--- config.mk ---
export PLATFORM = sky130hd
export DESIGN_NAME = comparator_h
export DESIGN_NICKNAME = d
export VERILOG_FILES = /design/src/rtl/comparator_h.sv
export SDC_FILE = /design/constraint.sdc
export NUM_CORES = 1
export LEC_CHECK = 0
export ABC_AREA = 1
export BUFFER_PORTS_ARGS = -buffer_cell sky130_fd_sc_hd__buf_2
export CAP_MARGIN = 10
export CORE_AREA = 2 2 39 41
export CTS_CLUSTER_DIAMETER = 60
export DETAILED_ROUTE_END_ITERATION = 7
export DIE_AREA = 0 0 41 43
export GPL_ROUTABILITY_DRIVEN = 0
export PLACE_DENSITY = 0.3
export SETUP_SLACK_MARGIN = 0.2
export SLEW_MARGIN = 15
export SYNTH_ARGS = -nofsm -noshare
export SYNTH_HDL_FRONTEND = slang
export SYNTH_SLANG_ARGS = --single-unit
--- constraint.sdc ---
create_clock -name clk -period 0.84 [get_ports clk]
set_input_delay 0.084 -clock clk [delete_from_list [all_inputs] [get_ports clk]]
set_output_delay 0.084 -clock clk [all_outputs]
set_load 0.03 [all_outputs]
--- src/rtl/comparator_h.sv ---
// comparator_h
// Horizontal-sync comparator for the VGA-style timing path. The horizontal
// pixel counter is compared against the sync-pulse width to produce the
// horizontal sync level. A combinational version is available immediately,
// and a registered copy with one-cycle start/end strobes is provided for
// downstream logic running on the pixel clock.
//
// Parameters:
//   N          - counter MSB index (countH is N+1 bits wide)
//   SYNC_WIDTH - number of counter values, starting at 0, with the pulse active
//   SYNC_POL   - active level of the sync pulse (0 = active-low)
//
// Ports:
//   clk        - pixel clock, rising edge
//   rst        - asynchronous active-high reset
//   countH     - horizontal counter value, unsigned
//   sync       - combinational sync level
//   sync_q     - sync registered on clk
//   sync_start - one-cycle strobe when sync_q becomes active
//   sync_end   - one-cycle strobe when sync_q becomes inactive
module comparator_h #(
    parameter int N          = 7,
    parameter int SYNC_WIDTH = 96,
    parameter bit SYNC_POL   = 1'b0
) (
    input  logic       clk,
    input  logic       rst,
    input  logic [N:0] countH,
    output logic       sync,
    output logic       sync_q,
    output logic       sync_start,
    output logic       sync_end
);

    localparam logic        ACTIVE_LEVEL = SYNC_POL;
    // Treating the width as an unsigned 32-bit value makes a width of 0
    // never match and any width beyond the counter range always match.
    localparam logic [31:0] WIDTH_U      = SYNC_WIDTH;

    logic [31:0] w_countExt;
    logic        w_pulseActive;
    logic        r_syncQ;
    logic        r_syncStart;
    logic        r_syncEnd;

    assign w_countExt    = 32'(countH);
    assign w_pulseActive = (w_countExt < WIDTH_U);
    assign sync          = w_pulseActive ? ACTIVE_LEVEL : ~ACTIVE_LEVEL;

    // Strobes compare the value about to be loaded into sync_q with the
    // current one, so they line up with the cycle sync_q changes. Reset
    // parks sync_q at the inactive level, which means no end strobe can
    // ever come out of reset.
    always_ff @(posedge clk or posedge rst) begin
        if (rst) begin
            r_syncQ     <= ~ACTIVE_LEVEL;
            r_syncStart <= 1'b0;
            r_syncEnd   <= 1'b0;
        end else begin
            r_syncQ     <= sync;
            r_syncStart <= (sync == ACTIVE_LEVEL) && (r_syncQ != ACTIVE_LEVEL);
            r_syncEnd   <= (sync != ACTIVE_LEVEL) && (r_syncQ == ACTIVE_LEVEL);
        end
    end

    assign sync_q     = r_syncQ;
    assign sync_start = r_syncStart;
    assign sync_end   = r_syncEnd;

endmodule

==> flow_metrics.tcl, run 1 <==
set metrics [dict create \
    cp_top_family "flip-flops" \
    antenna_found_initial 0 \
    row_count 14 \
    drtAntennaViolNets 0 \
    final_nets 35 \
    dp_hpwl_um 197 \
    grt_pass1_vias 113 \
    synth_top_area_frac 0.449 \
    drc 0 \
    drtIter0Drc 2 \
    pwr-share-comb 0.174 \
    grt-ovfl-total 0 \
    async_flop_share 1.00 \
    worstMarginPinSlew_ns 0.158 \
    critPathKind "reg -> out" \
    min_from "countH[6]" \
    switching_share 0.243 \
    crit_buf_inv 1 \
    cts.clk_slew.worst_paths_ns 0.03 \
    cpMaxStageDelayCell "dfstp_2" \
    drive_gt1_frac 0.708 \
    synthFlopType "dfrtp_1" \
    synth-seq-cells 3 \
    violations "setup timing" \
    cts_buffers 3 \
    coreArea_sq_um 1380 \
    wl_per_cell_um 6.35 \
    grt_max_degree 4 \
    fillers 153 \
    finalHoldViolations 0 \
    maxCapViolations 0 \
    power.leakage_nw 0.123 \
    power_density_nw_per_um2 2100 \
    hold_path_class "in -> reg" \
    wl_um 254 \
    synth.distinct_cells 6 \
    firstDrtPassIters 2 \
    cts_sinks 3 \
    cp_cell_sequence "buf_6" \
    min_period_ns 0.961 \
    dpl_cell_area_sq_um 171 \
    wl_met2_um 92 \
    port_buffers 8 \
    syn-mean-instance-area_sq_um 11.1 \
    cts.htree.levels 1 \
    endpoint_kind "output pin" \
    synth_most_common_cell "inv_1" \
    skew_ns 0.00136 \
    via_count 103 \
    grt_pass1_wl_um 407 \
    io_pins 14 \
    power_frac_seq 0.329 \
    die_h_um 43 \
    stdcell_area_sq_um 234 \
    max_stage_delay_ns 0.52 \
    clockRootBuffer "clkbuf_4" \
    place_inst 34 \
    synth_top_area_cell "dfrtp_1" \
    clk_path_buf_depth 2 \
    finalSetupViolations 1 \
    fp.dieW_um 41 \
    syn_to_final_growth_pct 110 \
    final_util 0.169 \
    power.switching_mw 0.119 \
    via_per_inst 2.58 \
    cp-start-kind "flop" \
    stdcell_count 40 \
    syn_area_sq_um 111 \
    path_max_fanout 2 \
    fin_ws_ns -0.121 \
    fmax_mhz 1040 \
    n_antenna_cell 0 \
    rsz0062_at_grt "true" \
    status "finished, violations left" \
    required_ns 0.76 \
    syn_inst 10 \
    peakVddDrop_uv 312 \
    relSlewSlack 0.895 \
    cts_tree "done" \
    netlist_top_cells_count "inv_1 (3), dfrtp_1 (2), nand2_2 (2)" \
    yosysSeqAreaShare 0.685 \
    p_clk_frac 0.498 \
    start_util 0.0805 \
    cp.arrival_ns 0.88 \
    synth-edff-count 0 \
    dr_wl_met3_um 50 \
    p_int_mw 0.373 \
    die_area_sq_um 1760 \
    wl_met1_um 111 \
    top_layer "met3" \
    startpoint "sync_q$_DFF_PP1_" \
    yosys-top-cells-area "dfrtp_1 (45%), dfstp_2 (24%), nand2_2 (11%), inv_1 (10%), nor2_2 (5.6%)" \
    period_share 1.14 \
    reg2reg_from "sync_q$_DFF_PP1_" \
    drv_slew 0 \
    track_usage 0.0432 \
    yosysWarnings 0 \
    clock_latency_ns 0.23 \
    synth_fp_nets 20 \
]
-- what timing repair did --
| action | in CTS | in global routing |
|---|---|---|
| resized for setup | 6 | 0 |
| hold buffers | 1 | 0 |
| endpoints found under the setup margin | 5 | 5 |
| endpoints found under the hold margin | 3 | 0 |
| buffers inserted | 1 | 0 |
-- final cells by class --
type	count	area (sq um)	share of cell area
Tap cell	16	20.0	0.0856
Clock buffer	4	26.3	0.112
Inverter	3	11.3	0.0481
Sequential cell	3	76.3	0.326
Timing Repair Buffer	10	76.3	0.326
Multi-Input combinational cell	4	23.8	0.102
-- power groups by stage --
stage	registers [mW]	logic, mW	clock network, mW
after floorplan	0.182	0.0218	0
after global placement	0.162	0.0648	0
after detailed placement	0.163	0.0657	0
after CTS	0.162	0.0863	0.262
after global routing	0.162	0.0929	0.283
final	0.162	0.0856	0.245
-- per-layer routing --
metal | global-route usage | vias up
met5 | 0 | -
met4 | 0.0800 | 0
met3 | 0.0419 | 0
met2 | 0.0344 | 9
met1 | 0.0386 | 38
li1 | - | 56
-- kinds of logic after synthesis --
| logic type | synth area share |
|---|---|
| DFF | 0.685 |
| AOI/OAI and AO/OA | 0.0449 |
| and+or+nand+nor | 0.169 |
| buffers and inverters | 0.101 |
-- metrics by stage --
step           setup WS, ns  total power, mW  setup TNS (ns)  hold WS [ns]
2_1_floorplan        0.0452            0.204               0        -0.163
3_3_place_gp         0.0313            0.227               0       -0.0542
3_5_place_dp         0.0297            0.229               0       -0.0487
4_1_cts              -0.136            0.510          -0.136        0.0865
5_1_grt              -0.157            0.538          -0.163        0.0959
6_report             -0.121            0.492          -0.121        0.0972
-- path summary, 6_finish.rpt --
kind | to | slack [ns] | depth (start not counted)
max | sync_q | -0.12 | 1
min in group asynchronous | sync_start$_DFF_PP0_ | 0.26 | 3
max reg2reg | sync_end$_DFF_PP0_ | 0.05 | 2
max in group asynchronous | sync_q$_DFF_PP1_ | 0.37 | 3
min reg2reg | sync_start$_DFF_PP0_ | 0.59 | 3
min | sync_q$_DFF_PP1_ | 0.1 | 3
-- worst min-delay path, stage by stage --
cell	delay, ns
buf_2	0.10
nand2_2	0.06
nand2_2	0.06
-- sequential cells by signal, indices dropped and copies added (netlist names) --
signal	count
sync_q	1
sync_start	1
sync_end	1
-- cell usage in the layout (no fill, tap or decap) --
cell type,netlist,layout
a21oi_1,1,1
buf_2,0,5
buf_4,0,1
buf_6,0,3
clkbuf_1,0,1
clkbuf_4,0,3
dfrtp_1,2,2
dfstp_2,1,1
dlygate4sd3_1,0,1
inv_1,3,2
inv_2,0,1
nand2_2,2,2
nor2_2,1,1
Note: power is estimated with default switching activity, not from simulation.
==> run 2, diff against run 1 <==
--- a/config.mk
+++ b/config.mk
@@ -8,12 +8,14 @@
 export ABC_AREA = 1
 export BUFFER_PORTS_ARGS = -buffer_cell sky130_fd_sc_hd__buf_2
 export CAP_MARGIN = 10
+export CELL_PAD_IN_SITES_DETAIL_PLACEMENT = 0
+export CELL_PAD_IN_SITES_GLOBAL_PLACEMENT = 1
 export CORE_AREA = 2 2 39 41
 export CTS_CLUSTER_DIAMETER = 60
 export DETAILED_ROUTE_END_ITERATION = 7
 export DIE_AREA = 0 0 41 43
 export GPL_ROUTABILITY_DRIVEN = 0
-export PLACE_DENSITY = 0.3
+export PLACE_DENSITY = 0.4
 export SETUP_SLACK_MARGIN = 0.2
 export SLEW_MARGIN = 15
 export SYNTH_ARGS = -nofsm -noshare
==> run 2 against run 1 <==
Compared with the run above: the flow still finishes with violations (setup timing); largest cell class is now buffers; count of clock-buffer cells in the layout unchanged; clock power increased by 4%; via count increased by 16%; core utilization increased by 0.81 points; maximum frequency decreased by 1.7%.
==> flow_metrics.tcl, run 2 (synthesis gave the netlist of run 1 again) <==
set metrics [dict create \
    seq_area_sq_um 76.3 \
    clockRootBuffer "clkbuf_4" \
    layout_common_cells "buf_2 (5), buf_6 (4), clkbuf_4 (3)" \
    grt_max_degree 4 \
    antenna_found_initial 0 \
    maxCapViolations 0 \
    relSlewSlack 0.898 \
    cp_cell_sequence "buf_6" \
    p_int_mw 0.379 \
    coreArea_sq_um 1380 \
    start_util 0.0805 \
    row_count 14 \
    max_stage_delay_ns 0.53 \
    endpoint_kind "output pin" \
    io_pins 14 \
    wl_per_cell_um 7.41 \
    cpMaxStageDelayCell "dfstp_2" \
    worstMarginPinSlew_ns 0.154 \
    hold_path_class "in -> reg" \
    path_max_fanout 2 \
    fin_ws_ns -0.137 \
    pwr-share-comb 0.182 \
    violations "setup timing" \
    grt_pass1_vias 116 \
    period_share 1.16 \
    required_ns 0.76 \
    power_density_nw_per_um2 2070 \
    cts.clk_slew.worst_paths_ns 0.04 \
    rsz0062_at_grt "true" \
    grt-ovfl-total 0 \
    finalSetupViolations 3 \
    syn_to_final_growth_pct 120 \
    power.total_mw 0.509 \
    stdcell_count 41 \
    drc 0 \
    cts.htree.levels 1 \
    final_common_cell "buf_2" \
    drtIter0Drc 2 \
    drtAntennaViolNets 0 \
    r2r_setup_slack_ns -0.04 \
    fp.dieW_um 41 \
    place_inst 34 \
    finalHoldViolations 0 \
    grt_pass1_wl_um 489 \
    power.switching_mw 0.130 \
    cp-start-kind "flop" \
    min_period_ns 0.977 \
    track_usage 0.0513 \
    power_frac_seq 0.319 \
    cts_buffers 3 \
    peakVddDrop_uv 712 \
    cp_top_family "flip-flops" \
    multi_input_area_sq_um 23.8 \
    firstDrtPassIters 2 \
    port_buffers 8 \
    wl_um 304 \
    die_h_um 43 \
    drive_gt1_frac 0.720 \
    p_clk_frac 0.499 \
    drv_slew 0 \
    n_antenna_cell 0 \
    skew_ns 0.000496 \
    clock_latency_ns 0.23 \
    fillers 159 \
    die_area_sq_um 1760 \
    cts_tree "done" \
    switching_share 0.255 \
    status "finished, violations left" \
    dp_hpwl_um 210 \
    via_per_inst 2.90 \
    via_count 119 \
    cts_sinks 3 \
    clk_path_buf_depth 2 \
    fmax_mhz 1020 \
    cp.arrival_ns 0.89 \
    final_nets 36 \
    crit_buf_inv 1 \
    critPathKind "reg -> out" \
    power.leakage_nw 0.129 \
]
run 2: changes by cell type in the layout (fill, tap and decap cells not counted):
cell / change
buf_6: +1
run 2: timing repair:
action,in CTS,in global routing
endpoints found under the setup margin,5,5
setup buffers,1,1
hold buffers,1,0
hold endpoints to repair,3,0
resized for setup,6,1
run 2: power by group through the flow:
stage / Combinational (mW) / Clock [mW] / Sequential (mW)
finish: 0.0926 / 0.254 / 0.162
global route: 0.0992 / 0.291 / 0.163
CTS: 0.0863 / 0.272 / 0.162
detailed placement: 0.0660 / 0 / 0.163
global placement: 0.0653 / 0 / 0.163
floorplan: 0.0218 / 0 / 0.182
run 2: path summary, 6_finish.rpt:
check | start | cells past startpoint | endpoint
max in group asynchronous | rst | 3 | sync_q$_DFF_PP1_
min in group asynchronous | rst | 3 | sync_end$_DFF_PP0_
setup / recovery | sync_q$_DFF_PP1_ | 1 | sync_q
setup reg to reg | sync_q$_DFF_PP1_ | 4 | sync_start$_DFF_PP0_
hold / removal | countH[6] | 3 | sync_q$_DFF_PP1_
hold reg to reg | sync_q$_DFF_PP1_ | 4 | sync_start$_DFF_PP0_
run 2: layout make-up:
cell class	instances	area share
clock buffers	4	0.107
inverters	3	0.0459
multi-input cells	4	0.0969
flip-flops and latches	3	0.311
well taps	16	0.0816
repair buffers	11	0.357
run 2: through the flow:
step	setup WS (ns)	hold WS (ns)	area [sq um]	utilization	TNS (ns)
2_1_floorplan	0.0452	-0.163	111	-	0
3_3_place_gp	0.0294	-0.0494	171	0.124	0
3_5_place_dp	0.0268	-0.0450	171	0.124	0
4_1_cts	-0.148	0.0782	234	0.169	-0.148
5_1_grt	-0.176	0.0990	245	0.177	-0.335
6_report	-0.137	0.0900	245	0.177	-0.205
run 2: per-layer routing:
layer / vias to the layer above / GRT usage / part of all wire
met4: 0 / 0.0600 / 0.026
met2: 11 / 0.0406 / 0.29
met1: 48 / 0.0548 / 0.54
met3: 2 / 0.0628 / 0.14
met5: - / 0 / 0
li1: 58 / - / -
